## config.mk

```make
export PLATFORM = sky130hd
export DESIGN_NAME = pong_game_sequencer_flat
export DESIGN_NICKNAME = d
export VERILOG_FILES = /design/src/rtl/pong_game_sequencer_if.sv /design/src/rtl/pong_game_sequencer.sv /design/src/flat_wrapper.sv
export SDC_FILE = /design/constraint.sdc
export NUM_CORES = 1
export LEC_CHECK = 0
export BUFFER_PORTS_ARGS = -buffer_cell sky130_fd_sc_hd__buf_2
export CORE_MARGIN = 5
export CORE_UTILIZATION = 40
export DETAILED_ROUTE_END_ITERATION = 12
export SETUP_SLACK_MARGIN = 0.05
export SLEW_MARGIN = 10
export SYNTH_ARGS = -nofsm -noshare
export SYNTH_HDL_FRONTEND = slang
export SYNTH_SLANG_ARGS = --single-unit
```

## constraint.sdc

```tcl
create_clock -name CLOCK_50 -period 2.2 [get_ports CLOCK_50]
set_clock_uncertainty 0.1 [all_clocks]
set_input_delay 0.22 -clock CLOCK_50 [delete_from_list [all_inputs] [get_ports CLOCK_50]]
set_output_delay 0.22 -clock CLOCK_50 [all_outputs]
set_load 0.02 [all_outputs]
```

## src/rtl/pong_game_sequencer_if.sv

```systemverilog
// Signal bundle between the Pong game-flow sequencer and the position datapath / score display.
// master = the sequencer, slave = the datapath side that supplies misses and consumes strobes.
interface pong_game_sequencer_if;
    logic       start;
    logic       pause;
    logic       miss_left;
    logic       miss_right;
    logic       move_tick;
    logic       ball_reset;
    logic       paddle_reset;
    logic       serve_dir;
    logic [3:0] p1_score;
    logic [3:0] p2_score;
    logic       game_over;
    logic       winner;
    logic [1:0] state;

    modport master (
        input  start, pause, miss_left, miss_right,
        output move_tick, ball_reset, paddle_reset, serve_dir,
               p1_score, p2_score, game_over, winner, state
    );

    modport slave (
        output start, pause, miss_left, miss_right,
        input  move_tick, ball_reset, paddle_reset, serve_dir,
               p1_score, p2_score, game_over, winner, state
    );
endinterface

```

## src/rtl/pong_game_sequencer.sv

```systemverilog
// Pong game-flow controller: movement strobe, idle/serve/play/over sequencing, scores,
// and ball/paddle re-centre pulses. Single clock domain, every output registered.
module pong_game_sequencer #(
    parameter int unsigned TICK_DIV    = 1048576,
    parameter int unsigned SERVE_TICKS = 60,
    parameter int unsigned WIN_SCORE   = 10
) (
    input  logic                   CLOCK_50,
    input  logic                   RESET_N,
    pong_game_sequencer_if.master  bus
);
    localparam int unsigned CW = (TICK_DIV > 1) ? $clog2(TICK_DIV) : 1;

    typedef enum logic [1:0] {
        IDLE  = 2'd0,
        SERVE = 2'd1,
        PLAY  = 2'd2,
        OVER  = 2'd3
    } phase_t;

    phase_t        st;
    logic [CW-1:0] tick_cnt;
    logic [7:0]    hold;
    logic          start_d;
    logic          move_tick_q;
    logic          ball_reset_q;
    logic          paddle_reset_q;
    logic          serve_dir_q;
    logic [3:0]    p1_q;
    logic [3:0]    p2_q;
    logic          game_over_q;
    logic          winner_q;

    logic       tick;
    logic       start_edge;
    logic       hold_last;
    logic [3:0] p1_inc;
    logic [3:0] p2_inc;

    always_comb begin
        tick       = (tick_cnt == CW'(TICK_DIV - 1));
        start_edge = bus.start & ~start_d;
        hold_last  = (hold == 8'(SERVE_TICKS - 1));
        p1_inc     = p1_q + 4'd1;
        p2_inc     = p2_q + 4'd1;
    end

    always_ff @(posedge CLOCK_50 or negedge RESET_N) begin
        if (!RESET_N) begin
            tick_cnt <= '0;
        end else if (tick) begin
            tick_cnt <= '0;
        end else begin
            tick_cnt <= tick_cnt + CW'(1);
        end
    end

    always_ff @(posedge CLOCK_50 or negedge RESET_N) begin
        if (!RESET_N) begin
            st             <= IDLE;
            hold           <= '0;
            start_d        <= 1'b0;
            move_tick_q    <= 1'b0;
            ball_reset_q   <= 1'b0;
            paddle_reset_q <= 1'b0;
            serve_dir_q    <= 1'b0;
            p1_q           <= '0;
            p2_q           <= '0;
            game_over_q    <= 1'b0;
            winner_q       <= 1'b0;
        end else begin
            start_d        <= bus.start;
            ball_reset_q   <= 1'b0;
            paddle_reset_q <= 1'b0;
            move_tick_q    <= (st == PLAY) & tick & ~bus.pause;

            case (st)
                IDLE: begin
                    if (start_edge) begin
                        st             <= SERVE;
                        ball_reset_q   <= 1'b1;
                        paddle_reset_q <= 1'b1;
                        serve_dir_q    <= 1'b0;
                        hold           <= '0;
                    end
                end

                SERVE: begin
                    if (tick && !bus.pause) begin
                        if (hold_last) begin
                            st <= PLAY;
                        end else begin
                            hold <= hold + 8'd1;
                        end
                    end
                end

                PLAY: begin
                    // A simultaneous double miss is a dead ball: re-serve without scoring.
                    if (!bus.pause) begin
                        if (bus.miss_left && bus.miss_right) begin
                            st           <= SERVE;
                            ball_reset_q <= 1'b1;
                            hold         <= '0;
                        end else if (bus.miss_left) begin
                            p2_q        <= p2_inc;
                            serve_dir_q <= 1'b1;
                            if (p2_inc == 4'(WIN_SCORE)) begin
                                st          <= OVER;
                                game_over_q <= 1'b1;
                                winner_q    <= 1'b1;
                            end else begin
                                st           <= SERVE;
                                ball_reset_q <= 1'b1;
                                hold         <= '0;
                            end
                        end else if (bus.miss_right) begin
                            p1_q        <= p1_inc;
                            serve_dir_q <= 1'b0;
                            if (p1_inc == 4'(WIN_SCORE)) begin
                                st          <= OVER;
                                game_over_q <= 1'b1;
                                winner_q    <= 1'b0;
                            end else begin
                                st           <= SERVE;
                                ball_reset_q <= 1'b1;
                                hold         <= '0;
                            end
                        end
                    end
                end

                OVER: begin
                    if (start_edge) begin
                        st             <= SERVE;
                        p1_q           <= '0;
                        p2_q           <= '0;
                        winner_q       <= 1'b0;
                        game_over_q    <= 1'b0;
                        ball_reset_q   <= 1'b1;
                        paddle_reset_q <= 1'b1;
                        serve_dir_q    <= 1'b0;
                        hold           <= '0;
                    end
                end

                default: st <= IDLE;
            endcase
        end
    end

    assign bus.move_tick    = move_tick_q;
    assign bus.ball_reset   = ball_reset_q;
    assign bus.paddle_reset = paddle_reset_q;
    assign bus.serve_dir    = serve_dir_q;
    assign bus.p1_score     = p1_q;
    assign bus.p2_score     = p2_q;
    assign bus.game_over    = game_over_q;
    assign bus.winner       = winner_q;
    assign bus.state        = st;
endmodule

```

## src/flat_wrapper.sv

```systemverilog
// flat-port wrapper written by rule: the top's interface ports become plain ports
module pong_game_sequencer_flat 
#(
    parameter int unsigned TICK_DIV    = 1048576,
    parameter int unsigned SERVE_TICKS = 60,
    parameter int unsigned WIN_SCORE   = 10
)
  (CLOCK_50, RESET_N, bus_start, bus_pause, bus_miss_left, bus_miss_right, bus_move_tick, bus_ball_reset, bus_paddle_reset, bus_serve_dir, bus_p1_score, bus_p2_score, bus_game_over, bus_winner, bus_state);
  pong_game_sequencer_if bus_i ();
  input  logic CLOCK_50;
  input  logic RESET_N;
  input wire logic [$bits(bus_i.start)-1:0] bus_start;
  input wire logic [$bits(bus_i.pause)-1:0] bus_pause;
  input wire logic [$bits(bus_i.miss_left)-1:0] bus_miss_left;
  input wire logic [$bits(bus_i.miss_right)-1:0] bus_miss_right;
  output wire logic [$bits(bus_i.move_tick)-1:0] bus_move_tick;
  output wire logic [$bits(bus_i.ball_reset)-1:0] bus_ball_reset;
  output wire logic [$bits(bus_i.paddle_reset)-1:0] bus_paddle_reset;
  output wire logic [$bits(bus_i.serve_dir)-1:0] bus_serve_dir;
  output wire logic [$bits(bus_i.p1_score)-1:0] bus_p1_score;
  output wire logic [$bits(bus_i.p2_score)-1:0] bus_p2_score;
  output wire logic [$bits(bus_i.game_over)-1:0] bus_game_over;
  output wire logic [$bits(bus_i.winner)-1:0] bus_winner;
  output wire logic [$bits(bus_i.state)-1:0] bus_state;
  assign bus_i.start = bus_start;
  assign bus_i.pause = bus_pause;
  assign bus_i.miss_left = bus_miss_left;
  assign bus_i.miss_right = bus_miss_right;
  assign bus_move_tick = bus_i.move_tick;
  assign bus_ball_reset = bus_i.ball_reset;
  assign bus_paddle_reset = bus_i.paddle_reset;
  assign bus_serve_dir = bus_i.serve_dir;
  assign bus_p1_score = bus_i.p1_score;
  assign bus_p2_score = bus_i.p2_score;
  assign bus_game_over = bus_i.game_over;
  assign bus_winner = bus_i.winner;
  assign bus_state = bus_i.state;
  pong_game_sequencer #(.TICK_DIV(TICK_DIV), .SERVE_TICKS(SERVE_TICKS), .WIN_SCORE(WIN_SCORE)) u_core (.CLOCK_50(CLOCK_50), .RESET_N(RESET_N), .bus(bus_i));
endmodule
```

==> Word-level counts from Yosys, hierarchy flattened <==
Cells that the tools add are included.
{ "totals": {"out_inout_bits": 16, "wordCells": 116, "register_bits": 45, "inputBits": 6} }
{ "classes": {"n_bitwise": 5, "eq_ne": 23, "n_mux": 59, "n_reduce_logical": 13, "addsub": 4} }
{ "ops": {"columns": ["op", "n"], "rows": [
  ["two-way mux 8 bit", 9],
  ["two-way mux 4 bit", 8],
  ["two-way mux 1 bit", 24],
  ["case mux 8 bit (3 select lines)", 1],
  ["adder 20 x 1 -> 20 bit (second input constant)", 1],
  ["== test 20 bit (second input constant)", 1],
  ["two-way mux 20 bit", 1],
  ["two-way mux 2 bit", 9],
  ["case mux 4 bit (2 select lines)", 2],
  ["AND reduction 5 bit", 3],
  ["AND reduction 7 bit", 2],
  ["!= test 2 bit (second input constant)", 6],
  ["!= test 4 bit (second input constant)", 3],
  ["!= test 3 bit (second input constant)", 3],
  ["adder 4 x 1 -> 4 bit (second input constant)", 2],
  ["adder 8 x 1 -> 8 bit (second input constant)", 1],
  ["== test 4 bit (second input constant)", 2],
  ["== test 8 x 6 -> 1 bit (second input constant)", 1],
  ["!= test 2 x 1 -> 1 bit (second input constant)", 4],
  ["case mux 1 bit (2 select lines)", 4],
  ["case mux 2 bit (3 select lines)", 1],
  ["AND reduction 6 bit", 1],
  ["== test 2 bit (second input constant)", 2],
  ["nonzero test 2 bit", 2],
  ["other kinds (7)", 11]
]} }

==> Logic depth before layout (Yosys ltp) <==
{ "depth": {"word_depth": 8, "mapped_depth": 8, "ltp_nobuf": 8} }

==> Worst setup path before layout <==
No wires, ideal clock.
{ "synth_timing": {"kind": "register to register", "from": "register u_core.p2_q[0] (netlist: u_core.bus.p2_score[0])", "to": "register u_core.hold[3]", "setup_time_ns": 0.104, "t_required_ns": 1.996, "period_less_slack_ns": 2.258, "n_path_buf": 1, "stages_incl_launch_ff": 9, "arrival_ns": 2.054, "path_slack_ns": -0.058, "cell_sequence": "dfrtp_1 -> ha_1 -> nor4bb_1 -> nand2_1 -> o21ai_0 -> o211a_2 -> or2_2 -> clkbuf_1 -> o311ai_1"} }
{ "synth_between": {"elab_chain_cells": 4} }
{ "synth_lines": {"columns": ["item", "line_no", "source"], "rows": [
  ["from (decl)", "pong_game_sequencer.sv:30", "logic [3:0] p2_q;"],
  ["from (signal assigned)", "pong_game_sequencer.sv:106", "p2_q <= p2_inc;"],
  ["adder 4 x 1 -> 4 bit", "pong_game_sequencer.sv:45", "p2_inc = p2_q + 4'd1;"],
  ["== test 4 bit", "pong_game_sequencer.sv:108", "if (p2_inc == 4'(WIN_SCORE)) begin"],
  ["!= test 4 bit (no source line)", null, null],
  ["AND reduction 7 bit (no source line)", null, null],
  ["to (signal assigned)", "pong_game_sequencer.sv:93", "hold <= hold + 8'd1;"],
  ["to (decl)", "pong_game_sequencer.sv:23", "logic [7:0] hold;"]
]} }
Every way passes these cells.
A chain may end at the register's enable or synchronous reset.

==> Worst setup path in the final report <==
{ "layout_timing": {"from": "register u_core.tick_cnt[9]", "to": "register u_core.hold[5]"} }
{ "layout_between": {"elab_chain_cells": 4} }
{ "layout_lines": {"columns": ["item", "line_no", "source"], "rows": [
  ["from (decl)", "pong_game_sequencer.sv:22", "logic [CW-1:0] tick_cnt;"],
  ["from (signal assigned)", "pong_game_sequencer.sv:54", "tick_cnt <= tick_cnt + CW'(1);"],
  ["== test 20 bit", "pong_game_sequencer.sv:41", "tick = (tick_cnt == CW'(TICK_DIV - 1));"],
  ["logical AND 1 bit", "pong_game_sequencer.sv:89", "if (tick && !bus.pause) begin"],
  ["!= test 2 x 1 -> 1 bit (no source line)", null, null],
  ["AND reduction 7 bit (no source line)", null, null]
]} }
Every way passes these cells.

==> impl_metrics.py <==
metrics = {
    "outcome": {
        "outcome": "finished, final reports clean",
    },
    "synthesis": {
        "yosysUniqueCellTypes": 47,
        "synth-async-reset-ratio_pct": 100,
        "ys_ff_latch": 45,
        "avgSynthCellArea_um2": 9.58,
        "ys_seq_area_share_pct": 45.0,
        "ys.flop_type": "dfrtp_1",
        "yosys_warnings": 0,
        "syn_nets": 276,
        "syn_area_um2": 2500,
        "syn-instance-count": 261,
        "synth_edf_count": 0,
    },
    "setup_path": {
        "cp-start-kind": "register",
        "critPathSlowestCell": "or4b_1",
        "slowest_delay_ns": 0.48,
        "arrival_ns": 2.23,
        "cp-end-kind": "register",
        "crit_path_max_fanout": 4,
        "crit_buf_inv": 0,
        "required_ns": 2.32,
        "crit_type": "register to register",
        "cp_top_family": "simple AND/OR/NAND/NOR gates",
        "reg2reg_depth": 6,
        "r2r-end": "u_core.hold[5]",
        "rr_startpoint": "u_core.tick_cnt[9]",
        "worstPathCellList": "and4_1 -> nand3_4 -> nor3_4 -> nand4_4 -> or4b_1 -> o211ai_1",
        "rrSetupSlack_ns": 0.09,
    },
    "placement": {
        "dpl-instance-area_um2": 2830,
        "dp_hpwl_mm": 3.67,
        "io_buffers": 21,
        "place_congestion": 0.792,
    },
    "timing": {
        "holdWs_ns": 0.168,
        "setup_tns_ns": 0,
        "slew_violations": 0,
        "setup_violations": 0,
        "rsz0062_at_grt": "true",
        "period_share_pct": 95.7,
        "maxSlewHeadroom_pct": 61.3,
        "clock.fmax_ghz": 0.475,
        "period_needed_ns": 2.11,
        "tightest_slew_ns": 0.581,
        "hold_violations": 0,
    },
    "clock_network": {
        "h-tree-depth": 2,
        "cts-buffers-inserted": 5,
        "clock-sinks": 45,
        "cts_tree": "yes",
        "clock_latency_ns": 0.30,
        "clock-root-buffer": "clkbuf_8",
        "clock_path_buffers": 2,
        "clk_pin_slew_worst_paths_ns": 0.08,
    },
    "die": {
        "row_count": 28,
        "fp.dieH_um": 89.1,
        "core_area_um2": 5990,
        "die_area_um2": 7930,
        "ioPinCount": 22,
        "start_util_pct": 41.8,
        "die_width_um": 89.1,
    },
    "final_layout": {
        "final_util_pct": 51.0,
        "nFillCells": 569,
        "final_area_um2": 3050,
        "final_layout_size_suffix_gt1_share_pct": 26.5,
        "n_antenna_cell": 0,
        "multi_input_area_um2": 1380,
        "area_growth_syn_to_layout_pct": 22.1,
        "seqCellArea_um2": 1130,
        "nNetsFinal": 324,
    },
    "min_path": {
        "worstHoldStart": "bus_miss_right",
        "hold_path_class": "input pin to register",
        "holdPathStages": 3,
        "min_to": "u_core.bus.ball_reset",
    },
    "routing": {
        "drt_iter0_drc": 99,
        "vias": 2051,
        "firstDrtPassIters": 4,
        "drt-total-wl_mm": 5.32,
        "detail_route.wl_per_cell_um": 13.8,
        "via_per_inst": 5.33,
        "drc": 0,
        "ant_nets": 0,
    },
    "power_and_ir_drop": {
        "ir_drop_v": 0.000613,
        "power_uw": 2390,
        "powerDensity_nw_per_um2": 783,
        "p_leak_uw": 0.00142,
    },
    "global_routing": {
        "grt_max_degree": 46,
        "antenna_found_initial": 0,
        "grt_pass1_vias": 1994,
        "grt-ovfl-total": 0,
        "track_usage_pct": 14.6,
        "grt_pass1_wl_mm": 9.08,
    },
    "run": {
        "maxCapViolCount": 0,
    },
}
where the power goes:
part / switching, µW / leakage, µW / internal (µW)
clock: 283 / 0.0000542 / 284
combinational: 477 / 0.000784 / 317
sequential: 115 / 0.000586 / 914
total: 875 / 0.00142 / 1510
registers in the layout, summed over array words and instances (netlist names), 2 cells and up:
signal and cells:
u_core.tick_cnt 20, u_core.hold 8, u_core.bus.state 2, u_core.bus.p2_score 4, u_core.bus.p1_score 4
routing by layer:
metal / share of wire (%) / vias to the layer above / global-route usage [%]
met5: 0 / - / 0
met4: 1.7 / 0 / 6.09
met3: 2.6 / 8 / 2.30
met2: 46 / 33 / 22.9
met1: 50 / 976 / 20.2
li1: - / 1034 / -
final cells by class:
type                            instances  area share (%)
Inverter                                7           0.860
Timing Repair Buffer                   50            10.7
Tap cell                               75            3.07
Multi-Input combinational cell        200            45.0
Clock buffer                            7            3.15
Sequential cell                        45            37.0
Clock inverter                          1           0.164
cells by family (layout without fill, tap and decap cells):
family | Yosys count | after routing | share of synthesized area, %
and+or+nand+nor | 115 | 115 | 26.6
AOI/OAI and AO/OA | 55 | 55 | 13.9
DFF | 45 | 45 | 45.0
xor gates and xnor gates | 17 | 17 | 5.95
buffers and inverters | 16 | 65 | 2.50
adders and majority gates | 9 | 9 | 4.50
muxes | 4 | 4 | 1.60
how the worst max path moves through the flow:
| stage | startpoint | end | slack (ns) | cells after the start |
|---|---|---|---|---|
| after floorplan | u_core.bus.p1_score[1] | u_core.hold[3] | 0.05 | 8 |
| after global placement | u_core.bus.p2_score[0] | u_core.hold[3] | 0.08 | 6 |
| after detailed placement | u_core.bus.p1_score[0] | u_core.hold[4] | 0.04 | 7 |
| after CTS | u_core.tick_cnt[1] | u_core.hold[7] | 0.06 | 7 |
| after global routing | u_core.tick_cnt[1] | u_core.hold[4] | -0.02 | 7 |
| final | u_core.tick_cnt[9] | u_core.hold[5] | 0.09 | 6 |
cell usage in the layout, fill, tap and decap left out, drive strengths merged, types with 2 or more instances in the layout:
| master | netlist | routed |
|---|---|---|
| a21o | 2 | 2 |
| a21oi | 6 | 6 |
| a22o | 2 | 2 |
| and3 | 6 | 6 |
| and4 | 3 | 3 |
| buf | 2 | 48 |
| clkbuf | 7 | 7 |
| dfrtp | 45 | 45 |
| dlygate4sd3 | 0 | 2 |
| ha | 9 | 9 |
| inv | 7 | 7 |
| mux2i | 4 | 4 |
| nand2 | 28 | 28 |
| nand2b | 9 | 9 |
| nand3 | 19 | 19 |
| nand4 | 8 | 8 |
| nand4b | 2 | 2 |
| nor2 | 17 | 17 |
| nor2b | 3 | 3 |
| nor3 | 4 | 4 |
| nor4b | 3 | 3 |
| o211ai | 7 | 7 |
| o21ai | 27 | 27 |
| o2bb2ai | 2 | 2 |
| o311ai | 2 | 2 |
| o31ai | 2 | 2 |
| or2 | 3 | 3 |
| or3 | 2 | 2 |
| or3b | 2 | 2 |
| or4b | 2 | 2 |
| xnor2 | 5 | 5 |
| xor2 | 12 | 12 |
timing repair:
action,4_1_cts,5_1_grt
hold buffers,2,0
cloned,0,0
endpoints found under the hold margin,46,0
resized for setup,0,18
pin swaps,2,11
setup buffers,3,3
setup endpoints to repair,7,14
per-stage QoR:
| stage | cells | setup WS [ns] |
|---|---|---|
| finish | 385 | 0.0938 |
| global placement | 369 | 0.0835 |
| CTS | 382 | 0.0567 |
| floorplan | 261 | 0.0525 |
| global route | 385 | -0.0205 |
| detailed placement | 369 | 0.0383 |
worst register-to-register path, stage by stage (launching register included):
cell,delay (ns)
dfrtp_1,0.40
and4_1,0.33
nand3_4,0.12
nor3_4,0.29
nand4_4,0.15
or4b_1,0.48
o211ai_1,0.16
cell usage after synthesis, drive strengths merged, types with 3 or more instances:
cell / count / share of area, %
dfrtp: 45 / 45
nand2: 28 / 4.2
o21ai: 27 / 5.4
nand3: 19 / 4.3
nor2: 17 / 2.6
xor2: 12 / 4.2
ha: 9 / 4.5
nand2b: 9 / 2.3
nand4: 8 / 2.6
clkbuf: 7 / 1.1
inv: 7 / 1.1
o211ai: 7 / 2.3
a21oi: 6 / 1.2
and3: 6 / 1.5
xnor2: 5 / 1.8
mux2i: 4 / 1.6
nor3: 4 / 1.3
and4: 3 / 1.2
nor2b: 3 / 0.75
nor4b: 3 / 1.3
or2: 3 / 0.75
Power figures use the tool's default switching activity.
